**config.mk**
```make
export PLATFORM = sky130hd
export DESIGN_NAME = mem_arbiter
export DESIGN_NICKNAME = d
export VERILOG_FILES = /design/src/rtl/mem_arbiter.sv
export SDC_FILE = /design/constraint.sdc
export NUM_CORES = 1
export LEC_CHECK = 0
export ABC_AREA = 1
export CAP_MARGIN = 25
export CORE_AREA = 8 8 356 358
export CTS_CLUSTER_DIAMETER = 150
export DETAILED_ROUTE_END_ITERATION = 7
export DIE_AREA = 0 0 364 366
export GPL_TIMING_DRIVEN = 1
export SLEW_MARGIN = 15
export SYNTH_ARGS = -nofsm -noshare
export SYNTH_HDL_FRONTEND = slang
export SYNTH_SLANG_ARGS = --single-unit
```
**constraint.sdc**
```tcl
create_clock -name clk -period 3 [get_ports clk]
set_input_delay 0.9 -clock clk [delete_from_list [all_inputs] [get_ports clk]]
set_output_delay 0.9 -clock clk [all_outputs]
set_load 0.01 [all_outputs]
```
**src/rtl/mem_arbiter.sv**
```systemverilog
// Arbiter sharing one line-granular memory port between the I-cache and D-cache.
// Define MEM_ARB_RR_EN for round-robin tie breaking; otherwise the D-cache always wins ties.
module mem_arbiter #(
   parameter int ADDR_BITS = 28,
   parameter int DATA_BITS = 128,
   parameter int BEATS     = 4
) (
   input  logic                   clk,
   input  logic                   reset,

   input  logic                   ic_req_val,
   output logic                   ic_req_rdy,
   input  logic [ADDR_BITS-1:0]   ic_req_addr,
   input  logic                   ic_req_rw,
   input  logic                   ic_data_valid,
   output logic                   ic_data_ready,
   input  logic [DATA_BITS-1:0]   ic_data_bits,
   input  logic [DATA_BITS/8-1:0] ic_data_mask,
   output logic                   ic_resp_val,
   output logic [DATA_BITS-1:0]   ic_resp_data,

   input  logic                   dc_req_val,
   output logic                   dc_req_rdy,
   input  logic [ADDR_BITS-1:0]   dc_req_addr,
   input  logic                   dc_req_rw,
   input  logic                   dc_data_valid,
   output logic                   dc_data_ready,
   input  logic [DATA_BITS-1:0]   dc_data_bits,
   input  logic [DATA_BITS/8-1:0] dc_data_mask,
   output logic                   dc_resp_val,
   output logic [DATA_BITS-1:0]   dc_resp_data,

   output logic                   mem_req_val,
   input  logic                   mem_req_rdy,
   output logic [ADDR_BITS-1:0]   mem_req_addr,
   output logic                   mem_req_rw,
   output logic                   mem_req_data_valid,
   input  logic                   mem_req_data_ready,
   output logic [DATA_BITS-1:0]   mem_req_data_bits,
   output logic [DATA_BITS/8-1:0] mem_req_data_mask,
   input  logic                   mem_resp_val,
   input  logic [DATA_BITS-1:0]   mem_resp_data,

   output logic                   err
);

   localparam int CNT_BITS = $clog2(BEATS);
   localparam logic [CNT_BITS-1:0] LAST_BEAT = CNT_BITS'(BEATS - 1);
   localparam logic OWN_IC = 1'b0;
   localparam logic OWN_DC = 1'b1;

   typedef enum logic [1:0] {IDLE, REQ, WDATA, RDATA} state_t;

   state_t              state_q, state_d;
   logic                owner_q, owner_d;
   logic [CNT_BITS-1:0] cnt_q, cnt_d;
   logic                err_q, err_d;

   logic                inReq, inWdata, inRdata;
   logic                ownIc, ownDc;
   logic                selReqVal, selReqRw, selDataValid;
   logic [ADDR_BITS-1:0]   selReqAddr;
   logic [DATA_BITS-1:0]   selDataBits;
   logic [DATA_BITS/8-1:0] selDataMask;
   logic                reqFire, dataFire, respBeat;
   logic                anyReq, winner;

   assign inReq   = (state_q == REQ);
   assign inWdata = (state_q == WDATA);
   assign inRdata = (state_q == RDATA);
   assign ownIc   = (owner_q == OWN_IC);
   assign ownDc   = (owner_q == OWN_DC);

   assign selReqVal    = ownDc ? dc_req_val    : ic_req_val;
   assign selReqRw     = ownDc ? dc_req_rw     : ic_req_rw;
   assign selReqAddr   = ownDc ? dc_req_addr   : ic_req_addr;
   assign selDataValid = ownDc ? dc_data_valid : ic_data_valid;
   assign selDataBits  = ownDc ? dc_data_bits  : ic_data_bits;
   assign selDataMask  = ownDc ? dc_data_mask  : ic_data_mask;

   // Channels only open in the phase that uses them; idle outputs are forced to zero.
   assign mem_req_val  = inReq & selReqVal;
   assign mem_req_rw   = inReq & selReqRw;
   assign mem_req_addr = inReq ? selReqAddr : '0;
   assign ic_req_rdy   = inReq & ownIc & mem_req_rdy;
   assign dc_req_rdy   = inReq & ownDc & mem_req_rdy;

   assign mem_req_data_valid = inWdata & selDataValid;
   assign mem_req_data_bits  = inWdata ? selDataBits : '0;
   assign mem_req_data_mask  = inWdata ? selDataMask : '0;
   assign ic_data_ready      = inWdata & ownIc & mem_req_data_ready;
   assign dc_data_ready      = inWdata & ownDc & mem_req_data_ready;

   assign ic_resp_data = mem_resp_data;
   assign dc_resp_data = mem_resp_data;
   assign ic_resp_val  = inRdata & ownIc & mem_resp_val;
   assign dc_resp_val  = inRdata & ownDc & mem_resp_val;

   assign err = err_q;

   assign reqFire  = mem_req_val & mem_req_rdy;
   assign dataFire = mem_req_data_valid & mem_req_data_ready;
   assign respBeat = inRdata & mem_resp_val;
   assign anyReq   = ic_req_val | dc_req_val;

`ifdef MEM_ARB_RR_EN
   logic last_q, last_d;

   // On a tie the side that did not own the previous transaction goes first.
   assign winner = (ic_req_val & dc_req_val) ? ~last_q : dc_req_val;
`else
   assign winner = dc_req_val;
`endif

   // Next-state logic: arbitrate in IDLE, then follow the owner through one line transfer.
   always_comb begin
      state_d = state_q;
      owner_d = owner_q;
      cnt_d   = cnt_q;
      err_d   = err_q | (mem_resp_val & ~inRdata);
`ifdef MEM_ARB_RR_EN
      last_d  = last_q;
`endif
      unique case (state_q)
         IDLE: begin
            if (anyReq) begin
               owner_d = winner;
               state_d = REQ;
`ifdef MEM_ARB_RR_EN
               last_d  = winner;
`endif
            end
         end
         REQ: begin
            if (reqFire) begin
               state_d = selReqRw ? WDATA : RDATA;
               cnt_d   = '0;
            end
         end
         WDATA: begin
            if (dataFire) begin
               cnt_d = cnt_q + CNT_BITS'(1);
               if (cnt_q == LAST_BEAT) begin
                  state_d = IDLE;
               end
            end
         end
         RDATA: begin
            if (respBeat) begin
               cnt_d = cnt_q + CNT_BITS'(1);
               if (cnt_q == LAST_BEAT) begin
                  state_d = IDLE;
               end
            end
         end
         default: state_d = IDLE;
      endcase
   end

   // Reset aborts any transaction in flight; the error flag is sticky until reset.
   always_ff @(posedge clk or negedge reset) begin
      if (!reset) begin
         state_q <= IDLE;
         owner_q <= OWN_DC;
         cnt_q   <= '0;
         err_q   <= 1'b0;
`ifdef MEM_ARB_RR_EN
         last_q  <= OWN_IC;
`endif
      end else begin
         state_q <= state_d;
         owner_q <= owner_d;
         cnt_q   <= cnt_d;
         err_q   <= err_d;
`ifdef MEM_ARB_RR_EN
         last_q  <= last_d;
`endif
      end
   end

endmodule

```
==> Word level (Yosys, flattened, before mapping) <==
Cells that the tools add are included.
{ "word_totals": {"register_bits": 6, "out_inout_bits": 438, "wordCells": 61} }
{ "op_classes": {"n_addsub": 1, "eq_ne": 8, "n_mux": 20, "bitwise": 23, "reduce_logical": 5} }
{ "op_table": {"columns": ["op", "count"], "rows": [
  ["$mux 128", 2],
  ["$mux 28", 2],
  ["$mux 16", 2],
  ["$and 1x1->1", 19],
  ["$mux 2", 8],
  ["$pmux 2 s4", 1],
  ["$reduce_and 4->1", 2],
  ["$eq 2x2->1 const B", 3],
  ["$ne 2x1->1 const B", 3],
  ["$pmux 2 s3", 1],
  ["$mux 1", 4],
  ["$reduce_bool 3->1", 1],
  ["$add 2x1->2 const B", 1],
  ["$eq 2x1->1 const B", 1],
  ["$logic_not 2->1", 1],
  ["$ne 2x2->1 const B", 1],
  ["$not 1->1", 2],
  ["$or 1x1->1", 2],
  ["$reduce_and 2->1", 1]
]} }

==> Logic depth before layout (Yosys ltp) <==
Gate-level depths: netlist (run 1).
{ "logic_depth": {"depth_word": 5, "ltp_mapped": 9, "mapped_depth_nobuf": 8} }

==> Least setup slack after synthesis (run 1) <==
OpenSTA, ideal clock, no wires.
{ "synth_path": {"path_type": "input to output", "start": "input ic_req_rw", "end": "output mem_req_rw", "t_arrival_ps": 1263, "slack_ps": 837, "cell_stages": 3, "cell_sequence": "or2_0 o21ai_0 nor2_1"} }
{ "synth_between": {"elab_chain_cells": 2} }
{ "synth_lines": {"columns": ["element", "line", "text"], "rows": [
  ["start, declared", "14", "input logic ic_req_rw,"],
  ["$mux 1", "75", "assign selReqRw = ownDc ? dc_req_rw : ic_req_rw;"],
  ["$and 1x1->1", "83", "assign mem_req_rw = inReq & selReqRw;"],
  ["end, declared", "36", "output logic mem_req_rw,"]
]} }
Every way passes these cells.

==> Worst setup path in the final report (run 1) <==
{ "layout_path": {"start": "register owner_q, in the netlist ownDc", "end": "output mem_req_data_bits[37]"} }
{ "layout_between": {"elab_chain_cells": 2} }
{ "layout_lines": {"columns": ["element", "line", "text"], "rows": [
  ["start, declared", "55", "logic owner_q, owner_d;"],
  ["start signal, assigned", "172", "owner_q <= owner_d;"],
  ["$mux 128", "78", "assign selDataBits = ownDc ? dc_data_bits : ic_data_bits;"],
  ["$mux 128", "89", "assign mem_req_data_bits = inWdata ? selDataBits : '0;"],
  ["end, declared", "39", "output logic [DATA_BITS-1:0] mem_req_data_bits,"]
]} }
Every way passes these cells.

==> summary.md, run 1 <==
| Metric | Value |
|---|---|
| Outcome | `completed` |
| Global-route wire length before repair | `~100 mm` |
| Syn_area_per_cell | `between 5 and 6 um^2` |
| Sequential share of power | `~2.5%` |
| Core area | `0.121 mm^2` |
| Final hold vios | `0` |
| Die X | `364 um` |
| Share of cells above drive strength 1 | `23.7%` |
| Synth cell count leaders | `nand2_1, buf_4, a21oi_1` |
| Finished Core Util | `between 10 and 15%` |
| Max Freq | `roughly 0.34 GHz` |
| Grt ovf | `0` |
| Max_slew headroom | `roughly two thirds` |
| Routed length on met3 | `around 13 mm` |
| DRC | `0` |
| # clock sinks | `6` |
| CP startpoint | `ownDc$_DFFE_PN1P_` |
| Global-route usage over all layers | `between 10% and 20%` |
| Max-cap violations | `0` |
| Clock root cell | `clkbuf_16` |
| Final max-slew violation count | `0` |
| Comb power frac | `between 90% and 100%` |
| Sw frac | `between 50% and 60%` |
| Hpwl dp | `80.1 mm` |
| Clk buf depth | `2` |
| Starting density of the core | `under 10%` |
| RSZ-0062 raised after global routing | `yes` |
| XOR/XNOR Fraction of Synth Area | `0%` |
| Synth warn | `0` |
| Post-synth top area share | `41.3%` |
| Clock Skews | `approximately 0.0014 ns` |
| DRT Wirelength | `roughly 85 mm` |
| DR vias/cell | `2.47` |
| CTS tree | `yes` |
| Largest cells by area after synthesis | `buf_4, nand2_1, a21oi_1, buf_6, dfrtp_1` |
| Cell variety after synth | `24` |
| Cell internal pwr | `a little over 0.003 W` |
| Net Count, Synth | `roughly 1400` |
| HP Class | `reg -> reg` |
| Compound-Gate Fraction of Synth Area | `between 10% and 20%` |
| Max FO, Critical Path | `11` |
| Antenna-violating nets left | `0` |
| H-tree levels | `1` |
| Largest net degree at the start of global routing | `51` |
| Sequential fraction of the synthesis area | `~3%` |
| Flops & latches, synth | `6` |
| DRT met1 WL | `34.9 mm` |
| Tmin final | `roughly 3.0 ns` |
| DRT Pass-1 Iters | `5` |
| Critical path endpoint category | `output pin` |
| Async S/R FF share, synth | `100%` |
| Initial antenna violation count | `7` |
| Worst path required time | `about 2.1 ns` |
| Peak VDD IR | `roughly 0.44 mV` |
| Clk slew on worst S/H paths | `about 0.03 ns` |
| HP Start | `cnt_q[1]$_DFFE_PN0P_` |
| Final GP Congestion | `around 0.82` |
| Post-synth EDFFs | `0` |
| Startpoint types | `register` |
| Synth Area in Adders | `less than 1%` |
| Clock power frac | `3.2%` |
| Main combinational cell family by area after synthesis | `buffers and inverters` |
| Area growth, synth to finish | `145%` |
| Setup TNS | `0 ns` |
| Ports | `just over 900` |
| Main synth FF type | `dfrtp_1` |
| Reg2Reg Depth | `10` |
| Mapped Area | `0.00497 mm^2` |
| Dominant cell type by area after synthesis | `buf_4` |
| DR WL/cell | `about 30 um` |
| Worst path arrival time | `2.06 ns` |
| Uppermost layer routed | `met5` |
| Mux contribution to synthesized area | `0%` |
| Fin crit share | `between 90 and 100%` |
| IO Port Bufs | `around 540` |
| PwrDens | `roughly 560 mW/mm^2` |
| Final setup fails | `0` |
| Synth Area in Simple Gates | `between 20 and 30%` |
| Synth Instances | `900` |
| Clk_lat worst skew | `0.23 ns` |
| NumNets Final | `roughly 1700` |
| Vias | `roughly 6900` |
| Crit Path Class | `reg -> out` |
| Total die area | `between 0.1 and 0.15 mm^2` |
| First DRT Iteration DRCs | `around 370` |
| Met2 WL | `36.8 mm` |
| Vias in the first global route | `7135` |
| Critical R2R Launch | `ownDc$_DFFE_PN1P_` |
| Worst hold path cell count | `2` |
| Die Y | `between 300 and 400 um` |
| Rows | `128` |
| CTS Hold Bufs | `0` |
| CTS Buf Count | `3` |
| P_leak | `between 4 and 5 nW` |
| Least-Margin Pin Slew | `roughly 0.50 ns` |
| NetSw | `roughly 0.0038 W` |
| Most frequent cell after synthesis | `nand2_1` |
## cells in the final DEF, fill, tap and decap left out, types with 5 or more instances in the layout
master and n:
a21oi_1 100, a21oi_2 63, a21oi_4 13, buf_12 130
buf_4 49, clkdlybuf4s50_1 355, dfrtp_1 5, dlygate4sd2_1 35
inv_1 9, nand2_1 362, nor2_1 7
## routing by layer
metal	track usage (%)	up-vias
met5	0.254	-
met4	0.493	6
met3	8.06	32
met2	18.6	668
met1	14.4	3074
li1	-	3127
## timing repair
item                       CTS  global route
gates cloned                 1             1
resized for setup           88            61
buffers inserted             1             0
pin swaps                    1             3
setup endpoints to repair   73            75
## cells by family (layout without fill, tap and decap cells)
family / Yosys count / in the layout
and+or+nand+nor: 386 / 386
buffers and inverters: 326 / 599
AOI/OAI and AO/OA: 181 / 181
DFF: 6 / 6
adders and majority gates: 1 / 1
other: 0 / 2
## path summary, 6_finish.rpt
check / endpoint / slack [ns]
min reg2reg: cnt_q[1]$_DFFE_PN0P_ / 0.49
max in group asynchronous: ownDc$_DFFE_PN1P_ / 1.72
min in group asynchronous: cnt_q[0]$_DFFE_PN0P_ / 0.97
max: mem_req_data_bits[37] / 0.04
max reg2reg: cnt_q[0]$_DFFE_PN0P_ / 1.02
min: cnt_q[1]$_DFFE_PN0P_ / 0.49
## layout make-up
| cell class | instances | area, um^2 |
|---|---|---|
| timing repair buffer | 583 | 7020 |
| antenna | 2 | 5.00 |
| sequential | 6 | 155 |
| clock buffer | 4 | 78.8 |
| inverter | 12 | 52.6 |
| multi-input combinational | 568 | 2810 |
| fill | 14000 | 109000 |
| tap | 1625 | 2030 |
## power groups by stage
stage	registers (W)	clock network, W	logic, W
after floorplan	0.000130	0	0.00245
after global placement	0.000181	0	0.00636
after detailed placement	0.000182	0	0.00638
after CTS	0.000177	0.000224	0.00657
after global routing	0.000182	0.000230	0.00698
final	0.000174	0.000223	0.00646
## sequential cells by signal, indices dropped and copies added (netlist names)
| signal | count |
|---|---|
| ownDc | 1 |
| state_q | 2 |
| err | 1 |
| cnt_q | 2 |
## metrics by stage
stage / cell area (um^2) / instances / total power, W / hold WS, ns / setup slack [ns]
floorplan: 4970 / 900 / 0.00258 / 0.445 / 0.837
global placement: 11700 / 2791 / 0.00654 / 0.465 / -0.577
detailed placement: 11700 / 2791 / 0.00656 / 0.479 / -0.557
CTS: 11900 / 2797 / 0.00698 / 0.486 / -0.238
global route: 12100 / 2798 / 0.00739 / 0.519 / -0.00832
finish: 12200 / 2800 / 0.00686 / 0.488 / 0.0356
## worst max-delay path, stage by stage, from the launching register on
cell and delay, ns:
dfstp_4 0.70, buf_12 0.14, bufbuf_16 0.29, nand2_1 0.10, a21oi_4 0.29, clkdlybuf4s15_1 0.31
No activity file was read; power rests on OpenSTA's default activity.
==> run 2: changes to the inputs <==
--- a/config.mk
+++ b/config.mk
@@ -9,6 +9,6 @@
 export CAP_MARGIN = 25
-export CORE_AREA = 8 8 356 358
+export CORE_AREA = 2 2 360 362
 export CTS_CLUSTER_DIAMETER = 150
 export DETAILED_ROUTE_END_ITERATION = 7
-export DIE_AREA = 0 0 364 366
+export DIE_AREA = 0 0 362 364
 export GPL_TIMING_DRIVEN = 1
--- a/constraint.sdc
+++ b/constraint.sdc
@@ -3,2 +3,2 @@
 set_output_delay 0.9 -clock clk [all_outputs]
-set_load 0.01 [all_outputs]
+set_load 0.02 [all_outputs]
==> run 2 against run 1 <==
Effect of this change:
- clock skew rose by 0.0020 ns
- wire length fell by 3.3%
- global-route usage fell by 0.21 points
- worst setup slack got worse by 0.0052 ns
- via count rose by 0.64%
- critical endpoint is now mem_req_data_bits[110]
==> summary.md, run 2 (synthesis results as in run 1) <==
| Metric | Value |
|---|---|
| CTS Hold Bufs | `0` |
| DR vias/cell | `around 2.4` |
| CTS tree | `yes` |
| Largest net degree at the start of global routing | `48` |
| Initial antenna violation count | `12` |
| # clock sinks | `6` |
| DRC | `0` |
| Fill cell count | `between 10000 and 15000` |
| Outcome | `completed` |
| Die Y | `~360 um` |
| Core area | `between 0.1 and 0.15 mm^2` |
| IO Port Bufs | `536` |
| Final setup fails | `0` |
| Worst setup margin | `between 0.03 and 0.04 ns` |
| Ports | `between 900 and 1000` |
| Global-route wire length before repair | `about 95 mm` |
| Top Registers | `cnt_q x2, state_q x2` |
| Vias in the first global route | `between 6000 and 7000` |
| H-tree levels | `1` |
| Fin crit share | `between 90% and 100%` |
| Commonest non-fill, non-tap cells in the layout | `nand2_1, clkdlybuf4s50_1, buf_12` |
| Max-cap violations | `0` |
| Vias | `slightly below 7000` |
| Die X | `~360 um` |
| Hpwl dp | `between 70 and 80 mm` |
| Max_slew headroom | `around three fifths` |
| Antenna-violating nets left | `0` |
| Reg area | `156 um^2` |
| Least-Margin Pin Slew | `approximately 0.6 ns` |
| HP Class | `reg -> reg` |
| P_leak | `~4.4 nW` |
| Reg2Reg Setup Slack | `around 1.1 ns` |
| Starting density of the core | `just under 4%` |
| Clk slew on worst S/H paths | `0.04 ns` |
| Rows | `roughly 130` |
| Clock Skews | `0.00334 ns` |
| CTS Buf Count | `3` |
| Area growth, synth to finish | `149%` |
| Final hold vios | `0` |
| Fin Hold WS | `between 0.4 and 0.5 ns` |
| Max FO, Critical Path | `40` |
| Multi-input gate area | `~0.0028 mm^2` |
| Worst path arrival time | `between 2 and 2.5 ns` |
| DRT Wirelength | `82.6 mm` |
| Final GP Congestion | `0.819` |
| DR WL/cell | `29.0 um` |
| Clock root cell | `clkbuf_16` |
| RSZ-0062 raised after global routing | `yes` |
| Clk_lat worst skew | `around 0.23 ns` |
| Share of cells above drive strength 1 | `roughly a quarter` |
| Leading cell type in the layout, fill and taps excluded | `nand2_1` |
| Grt ovf | `0` |
| Global-route usage over all layers | `a little under an eighth` |
| PwrDens | `about 570 mW/mm^2` |
| Critical path endpoint category | `output pin` |
| Max Freq | `about 0.34 GHz` |
| NumNets Final | `around 1700` |
| Setup TNS | `0 ns` |
| Peak VDD IR | `roughly 0.50 mV` |
| Clk buf depth | `2` |
| Worst path required time | `about 2.1 ns` |
| Startpoint types | `register` |
| Total die area | `about 0.13 mm^2` |
| Setup slack at placement | `-0.424 ns` |
| Crit Path Class | `reg -> out` |
| Tmin final | `~3.0 ns` |
| DRT Pass-1 Iters | `5` |
| Final max-slew violation count | `0` |
| First DRT Iteration DRCs | `around 230` |
==> run 2: cell types whose count changed in the layout (fill, tap and decap cells not counted), sizes merged, moves of 2 or more <==
cell	change
buf	+9
dlygate4sd2	-5
clkbuf	-4
clkdlybuf4s15	-4
clkdlybuf4s50	-2
==> run 2: final cells by class <==
class / count / area share [%]
flip-flops and latches: 6 / 1.26
diodes: 3 / 0.0606
well taps: 1675 / 16.9
multi-input cells: 568 / 22.9
clock buffers: 4 / 0.637
inverters: 12 / 0.495
repair buffers: 577 / 57.7
==> run 2: path summary, 6_finish.rpt <==
path,start,to,depth (start not counted)
worst max-delay path,ownDc$_DFFE_PN1P_,mem_req_data_bits[110],7
worst min-delay path,err$_DFF_PN0_,err$_DFF_PN0_,1
worst max register to register,ownDc$_DFFE_PN1P_,cnt_q[0]$_DFFE_PN0P_,11
worst min register to register,err$_DFF_PN0_,err$_DFF_PN0_,1
max in group asynchronous,reset,ownDc$_DFFE_PN1P_,1
min in group asynchronous,reset,cnt_q[1]$_DFFE_PN0P_,1
==> run 2: power breakdown <==
part / leakage [nW] / internal [W] / total (W) / switching [W]
logic: 4.27 / 0.00265 / 0.00662 / 0.00397
registers: 0.0708 / 0.000116 / 0.000148 / 0.0000318
clock network: 0.0382 / 0.000177 / 0.000228 / 0.0000516
==> run 2: routing by layer <==
layer | global-route usage [%] | wire [um] | vias to the layer above | part of all wire (%)
li1 | - | - | 3116 | -
met1 | 13.7 | 32900 | 3075 | 40
met2 | 18.4 | 35700 | 692 | 43
met3 | 7.81 | 12800 | 60 | 15
met4 | 1.32 | 1140 | 8 | 1.4
met5 | 0 | 46 | - | 0.056
==> run 2: stage by stage <==
| stage | utilization (%) | power [W] | instance area, um^2 | std cells |
|---|---|---|---|---|
| 2_1_floorplan | - | 0.00307 | 4970 | 900 |
| 3_3_place_gp | 9.13 | 0.00638 | 11700 | 2830 |
| 3_5_place_dp | 9.13 | 0.00641 | 11700 | 2830 |
| 4_1_cts | 9.56 | 0.00720 | 12300 | 2842 |
| 5_1_grt | 9.65 | 0.00749 | 12400 | 2845 |
| 6_report | 9.65 | 0.00700 | 12400 | 2845 |
==> run 2: repair_timing <==
| item | in CTS | in global routing |
|---|---|---|
| cloned | 3 | 0 |
| resized for setup | 113 | 25 |
| pin swaps | 2 | 4 |
| setup endpoints to repair | 164 | 85 |
| buffers inserted | 6 | 0 |
==> run 2: critical path: stages, from the launching register on <==
cell	delay, ns
dfstp_4	0.46
buf_12	0.15
inv_16	0.18
buf_4	0.19
buf_12	0.18
nand2_1	0.17
a21oi_4	0.25
buf_12	0.18
